--- src/rtl/uart_mem_loader.sv ---
// uart_mem_loader
//   Collects a stream of N_BITS-wide UART bytes, assembles them big-endian into
//   NB_DATA-wide words and writes each word to program memory at addresses
//   advancing by ADDR_STEP. A load ends when the programmable END_WORD has been
//   written, or when the next address would leave the address space (overflow).
//   finish_rcv_o then stays high until clear_i re-arms the loader.
//
//   Optional feature (macro UART_MEM_LOADER_CHECKSUM_EN):
//     A running XOR of every accepted byte is kept. After END_WORD the loader
//     waits for one more byte and compares it with that XOR. A mismatch raises
//     checksum_err_o. Without the macro checksum_err_o is tied to 0.
//
//   Ports
//     clock          system clock
//     reset          asynchronous, active-low reset
//     rx_done_tick_i one-cycle strobe, rx_data_i valid
//     rx_data_i      received byte
//     clear_i        synchronous re-arm: back to IDLE, address/count/flags 0
//     mem_wr_o       one-cycle memory write strobe
//     mem_addr_o     write address (registered, held between writes)
//     mem_data_o     write data    (registered, held between writes)
//     word_count_o   words written since arm
//     finish_rcv_o   level, load complete
//     overflow_o     level, address space exhausted before END_WORD
//     checksum_err_o level, checksum byte mismatch (optional feature)
//
//   NB_DATA must be an integer multiple of N_BITS.

module uart_mem_loader #(
    parameter int                 N_BITS    = 8,
    parameter int                 NB_DATA   = 32,
    parameter int                 NB_ADDR   = 7,
    parameter int                 ADDR_STEP = 4,
    parameter logic [NB_DATA-1:0] END_WORD  = 32'hFFFF_FFFF
) (
    input  logic               clock,
    input  logic               reset,
    input  logic               rx_done_tick_i,
    input  logic [N_BITS-1:0]  rx_data_i,
    input  logic               clear_i,
    output logic               mem_wr_o,
    output logic [NB_ADDR-1:0] mem_addr_o,
    output logic [NB_DATA-1:0] mem_data_o,
    output logic [NB_ADDR:0]   word_count_o,
    output logic               finish_rcv_o,
    output logic               overflow_o,
    output logic               checksum_err_o
);

    localparam int BPW   = NB_DATA / N_BITS;
    localparam int CNT_W = (BPW > 1) ? $clog2(BPW) : 1;

    localparam logic [CNT_W-1:0]   LAST_BYTE = CNT_W'(BPW - 1);
    localparam logic [CNT_W-1:0]   CNT_ONE   = CNT_W'(1);
    localparam logic [NB_ADDR-1:0] STEP_A    = NB_ADDR'(ADDR_STEP);
    localparam logic [NB_ADDR:0]   STEP_W    = (NB_ADDR + 1)'(ADDR_STEP);
    localparam logic [NB_ADDR:0]   ADDR_MAX  = {1'b0, {NB_ADDR{1'b1}}};
    localparam logic [NB_ADDR:0]   COUNT_ONE = (NB_ADDR + 1)'(1);

    typedef enum logic [2:0] {
        ST_IDLE,
        ST_COLLECT,
        ST_WRITE,
`ifdef UART_MEM_LOADER_CHECKSUM_EN
        ST_CHECK,
`endif
        ST_DONE
    } state_t;

    state_t              state, state_next;
    logic [CNT_W-1:0]    byte_cnt;
    logic [NB_DATA-1:0]  shift_reg;
    logic [NB_DATA-1:0]  shift_next;
    logic [NB_ADDR-1:0]  addr;
    logic [NB_ADDR:0]    addr_sum;
    logic                take_byte;
    logic                is_end;
    logic                addr_over;
    logic                overflow_q;

    // Word being written is in mem_data_o/mem_addr_o during WRITE, so the
    // end and overflow decisions are made from those registers.
    assign shift_next = (shift_reg << N_BITS) | NB_DATA'(rx_data_i);
    assign is_end     = (mem_data_o == END_WORD);
    assign addr_sum   = {1'b0, mem_addr_o} + STEP_W;
    assign addr_over  = (addr_sum > ADDR_MAX);

    assign mem_wr_o     = (state == ST_WRITE);
    assign finish_rcv_o = (state == ST_DONE);
    assign overflow_o   = overflow_q;

    // ------------------------------------------------------------------
    // State register
    // ------------------------------------------------------------------
    always_ff @(posedge clock or negedge reset) begin
        if (!reset) begin
            state <= ST_IDLE;
        end else begin
            // NOTE: sequential state uses non-blocking assignments so every
            // register samples pre-edge values regardless of process order.
            state <= state_next;
        end
    end

    // ------------------------------------------------------------------
    // Next state and byte acceptance
    // ------------------------------------------------------------------
    always_comb begin
        // NOTE: defaults first, so no path through the case leaves a
        // variable unassigned and infers a latch.
        state_next = state;
        take_byte  = 1'b0;

        case (state)
            ST_IDLE, ST_COLLECT: begin
                if (rx_done_tick_i) begin
                    take_byte  = 1'b1;
                    state_next = (byte_cnt == LAST_BYTE) ? ST_WRITE : ST_COLLECT;
                end
            end

            ST_WRITE: begin
                if (is_end) begin
`ifdef UART_MEM_LOADER_CHECKSUM_EN
                    state_next = ST_CHECK;
`else
                    state_next = ST_DONE;
`endif
                end else if (addr_over) begin
                    state_next = ST_DONE;
                end else begin
                    // A tick during the write cycle already belongs to the
                    // next word; byte_cnt is 0 here so it becomes byte 0.
                    state_next = ST_COLLECT;
                    if (rx_done_tick_i) begin
                        take_byte  = 1'b1;
                        state_next = (byte_cnt == LAST_BYTE) ? ST_WRITE : ST_COLLECT;
                    end
                end
            end

`ifdef UART_MEM_LOADER_CHECKSUM_EN
            ST_CHECK: begin
                if (rx_done_tick_i) begin
                    state_next = ST_DONE;
                end
            end
`endif

            ST_DONE: begin
                state_next = ST_DONE;
            end

            default: begin
                state_next = ST_IDLE;
            end
        endcase

        // Re-arm overrides everything, including a byte on the same cycle.
        if (clear_i) begin
            state_next = ST_IDLE;
            take_byte  = 1'b0;
        end
    end

    // ------------------------------------------------------------------
    // Datapath: byte assembly, write registers, address and counters
    // ------------------------------------------------------------------
    always_ff @(posedge clock or negedge reset) begin
        if (!reset) begin
            byte_cnt     <= '0;
            shift_reg    <= '0;
            addr         <= '0;
            mem_addr_o   <= '0;
            mem_data_o   <= '0;
            word_count_o <= '0;
            overflow_q   <= 1'b0;
        end else if (clear_i) begin
            // mem_addr_o/mem_data_o keep their last values; byte_cnt=0 is
            // enough to discard any partial word left in shift_reg.
            byte_cnt     <= '0;
            addr         <= '0;
            word_count_o <= '0;
            overflow_q   <= 1'b0;
        end else begin
            if (take_byte) begin
                shift_reg <= shift_next;
                if (byte_cnt == LAST_BYTE) begin
                    byte_cnt   <= '0;
                    mem_data_o <= shift_next;
                    // With one byte per word the next write can follow a
                    // write directly, before addr has been advanced.
                    mem_addr_o <= (state == ST_WRITE) ? addr + STEP_A : addr;
                end else begin
                    byte_cnt <= byte_cnt + CNT_ONE;
                end
            end

            if (state == ST_WRITE) begin
                addr         <= addr + STEP_A;
                word_count_o <= word_count_o + COUNT_ONE;
                if (!is_end && addr_over) begin
                    overflow_q <= 1'b1;
                end
            end
        end
    end

`ifdef UART_MEM_LOADER_CHECKSUM_EN
    // ------------------------------------------------------------------
    // Running XOR checksum of accepted bytes and the final comparison
    // ------------------------------------------------------------------
    logic [N_BITS-1:0] xor_acc;
    logic              checksum_err_q;

    always_ff @(posedge clock or negedge reset) begin
        if (!reset) begin
            xor_acc        <= '0;
            checksum_err_q <= 1'b0;
        end else if (clear_i) begin
            xor_acc        <= '0;
            checksum_err_q <= 1'b0;
        end else begin
            if (take_byte) begin
                xor_acc <= xor_acc ^ rx_data_i;
            end
            if (state == ST_CHECK && rx_done_tick_i) begin
                checksum_err_q <= (rx_data_i != xor_acc);
            end
        end
    end

    assign checksum_err_o = checksum_err_q;
`else
    assign checksum_err_o = 1'b0;
`endif

endmodule

--- config.mk ---
export PLATFORM = sky130hd
export DESIGN_NAME = uart_mem_loader
export DESIGN_NICKNAME = d
export VERILOG_FILES = /design/src/rtl/uart_mem_loader.sv
export SDC_FILE = /design/constraint.sdc
export NUM_CORES = 1
export LEC_CHECK = 0
export ABC_CLOCK_PERIOD_IN_PS = 2000
export CORE_MARGIN = 3
export CORE_UTILIZATION = 42
export CTS_CLUSTER_SIZE = 30
export DETAILED_ROUTE_END_ITERATION = 16
export MAX_ROUTING_LAYER = met4
export PLACE_DENSITY = 0.66
export REMOVE_ABC_BUFFERS = 1
export SLEW_MARGIN = 20
export SYNTH_ARGS = -nofsm -noshare
export SYNTH_HDL_FRONTEND = slang
export SYNTH_SLANG_ARGS = --single-unit
--- constraint.sdc ---
create_clock -name clock -period 2 [get_ports clock]
set_input_delay 0.4 -clock clock [delete_from_list [all_inputs] [get_ports clock]]
set_output_delay 0.4 -clock clock [all_outputs]
set_load 0.01 [all_outputs]
==> implementation parameters <==
Parameter                              Value

Status
  Result of the run ... finished, violations left
  Violations in the final reports ... hold timing, setup timing

CTS
  Insertion delay to the later sink of the worst-skew pair ... roughly 0.35 ns
  Root Buffer Master ... clkbuf_8
  Sinks on Clock Net ... 79
  CTS Buf Count ... 9
  CTS tree ... yes
  Maximum number of buffers from clock root to sink ... 2
  Clock-pin slew on the worst setup and hold paths ... around 0.08 ns
  Number of hold-repair buffers added at the cts stage ... 0
  H-tree depth ... 3

Synthesis
  Number of distinct standard cells referenced by the synthesized netlist ... 36
  Mean instance size in the synthesized netlist ... about 12 um2
  Post-synthesis register bit count ... between 70 and 80
  Cells after Synth ... around 300
  Yosys warns ... 0
  Synth area leaders ... dfrtp_1, mux2_2, nand2b_1, nand3_1, o21ai_0
  Synth top area share ... approximately 57%
  Post-synthesis cell area ... 3440 um2
  Proportion of synthesized chip area in sequential cells ... 57.5%
  Post-synth top area cell ... dfrtp_1

Final layout
  Largest register FFs ... 32
  Share of cells above drive strength 1 ... 22.0%
  Flip-flop and latch area ... roughly 2000 um2
  Synthesis-to-layout area growth ... 34.1%
  Most common cell after layout, fill and taps aside ... dfrtp_1
  Layout Cell Area excl Fill ... 4610 um2
  Highest-count cells in the layout ignoring fill and taps ... dfrtp_1, clkdlybuf4s50_1, mux2_2
  Post-layout net count ... just under 400
  Fill cells ... approximately 670
  Area used by multi-input combinational logic ... between 1000 and 1500 um2
  Diode count ... 0

Place
  Port bufs ... 59
  Hpwl dp ... between 4000 and 5000 um
  Instance area at placement ... roughly 4300 um2
  Placer Congestion ... between 0.7 and 0.8

Route
  Number of remaining DRC errors ... 0
  Via density ... between 5 and 6
  Number of iterations in the first detailed-routing pass ... 4
  Remaining antenna violation count ... 0
  Number of design-rule violations left by the first detailed-router iteration ... between 150 and 200
  Post-DR wirelength/cell ... roughly 15 um
  Total detailed-routing wirelength ... between 7000 and 8000 um
  Vias post-DR ... 2467

Timing
  Maximum clock frequency ... approximately 500 MHz
  Final count of hold timing violations ... 2
  Period minus WS final ... 2.02 ns
  Number of max-slew violations in the final report ... 0
  Unrepaired setup endpoints after global routing ... true
  Portion of the clock cycle consumed by the worst path in the final layout ... 101%
  Final Skew ... approximately 0.011 ns
  Worst hold slack ... -0.00497 ns
  PnR worst setup slack ... -0.0152 ns
  Setup-violating endpoint count in the final report ... 12

Worst setup path
  Data required time at the worst endpoint ... about 2.2 ns
  Crit path max fanout ... 8
  Critical path start-end classification ... register to register
  Data arrival time of the critical path ... between 2 and 2.5 ns
  Worst setup EP type ... register
  Kind of start point of the critical path ... register

GRT
  Peak-usage layer in the global routing report ... met1
  Met1 usage in global routing ... around a quarter
  Overall fraction of global-route tracks in use ... 17.3%
  Global-route wire length before repair ... approximately 12000 um
  Met3 global-route usage ... under 10%
  Residual overflow from global routing ... 0
  Pin count of the biggest net entering global routing ... 47
  Vias in the first global route ... ~2.4k
  Global-route track usage on met2 ... between 20% and 30%
  Initial antenna violation count ... 0

Power
  Internal cell power ... between 2 and 3 mW
  Power spent charging and discharging nets ... 1.07 mW
  Total Power ... 3.94 mW
  Switching share of total power ... a little over a quarter
  Clock share of power ... between 20 and 30%
  Worst-case vdd ir drop ... around 0.00044 V
  Sequential group share of total power ... 50.7%
  Cell area power density ... 854 nW/um2
  Power share of the combinational group ... ~20%
  Cell leakage power ... approximately 2.1 nW

Hold path
  Hold WC Path Type ... input pin to asynchronous set/reset pin

Floorplanning
  Chip height ... 96.5 um
  Die W ... ~96 um
  Initial Utilization ... 43.8%
  Number of top-level design ports ... 63
  Total core area ... around 7800 um2
  Area of the die ... slightly above 9000 um2
  Row Count ... 32

Job
  Max-cap violations ... 0
==> what timing repair did <==
item / in CTS / in global routing
gates cloned: 0 / 2
pin swaps: 1 / 2
hold endpoints to repair: 0 / 0
setup buffers: 0 / 6
endpoints found under the setup margin: 53 / 54
resized for setup: 2 / 3
==> synth_stat cells, drive strengths merged <==
master / number
a2111o: 1
a211o: 1
a21oi: 4
a22oi: 1
a311oi: 1
a31oi: 1
and2: 1
and2b: 1
and3: 1
buf: 9
clkbuf: 10
conb: 1
dfrtp: 79
ha: 3
inv: 5
mux2: 33
mux2i: 8
nand2: 8
nand2b: 27
nand3: 25
nand4: 13
nor2: 14
nor2b: 3
nor3: 2
nor3b: 1
nor4: 2
o21ai: 26
or3: 2
xnor2: 2
xor2: 7
==> layout make-up <==
type                    count  share of cell area, %
clock buffers              11                   2.85
clock inverters             5                   1.28
inverters                   5                  0.407
multi-input cells         191                   29.6
flip-flops and latches     79                   42.9
well taps                 102                   2.77
repair buffers             90                   20.2
==> worst paths after layout <==
path	startpoint	cells past startpoint	to	slack, ns
hold / removal	reset	1	word_count_o[7]	-0.005
hold reg to reg	shift_reg[21]	2	shift_reg[21]	0.50
setup / recovery	byte_cnt[0]	8	mem_data_o[10]	-0.02
max in group asynchronous	reset	2	shift_reg[1]	1.41
min in group clock	shift_reg[21]	2	shift_reg[21]	0.50
setup reg to reg	byte_cnt[0]	8	mem_data_o[10]	-0.02
==> power groups by stage <==
stage	logic [mW]	clock network (mW)	registers (mW)
final	0.795	1.15	2.00
after global routing	0.876	1.27	2.03
after CTS	0.783	1.19	2.00
after detailed placement	0.780	0	2.03
after global placement	0.764	0	2.02
after floorplan	0.260	0	2.05
==> worst max-delay path, stage by stage, from the launching register on <==
cell and delay (ns):
dfrtp_1 0.40, ha_1 0.25, nor2b_1 0.16, nor3b_1 0.14, buf_4 0.15, a22oi_4 0.17, buf_12 0.16, clkbuf_16 0.15
mux2_2 0.33
==> cell families (layout without fill, tap and decap cells) <==
family | Yosys count | count (layout) | synth area share, %
other cells | 1 | 3 | 0.109
compound gates | 35 | 35 | 6.11
xor+xnor | 9 | 9 | 2.29
simple gates | 100 | 100 | 16.1
mux | 41 | 41 | 13.1
fa+ha+maj | 3 | 3 | 1.09
flops | 79 | 79 | 57.5
buf+inv | 24 | 111 | 3.64
==> metrics by stage <==
step / setup WS, ns / util (%) / hold WS, ns / cells / setup TNS [ns]
floorplan: -0.263 / - / 0.104 / 275 / -8.79
detailed placement: -0.165 / 54.7 / 0.390 / 459 / -4.99
global placement: -0.147 / 54.7 / 0.385 / 459 / -4.60
CTS: 0.00936 / 57.2 / 0.00912 / 475 / 0
finish: -0.0152 / 58.8 / -0.00497 / 483 / -0.0833
global route: -0.0925 / 58.8 / 0.0223 / 483 / -2.30
==> routing by layer <==
layer,up-vias,share of wire [%]
met4,0,1.2
li1,1181,-
met3,7,3.4
met5,-,0
met2,55,47
met1,1224,48
No activity file was read; power rests on OpenSTA's default activity.
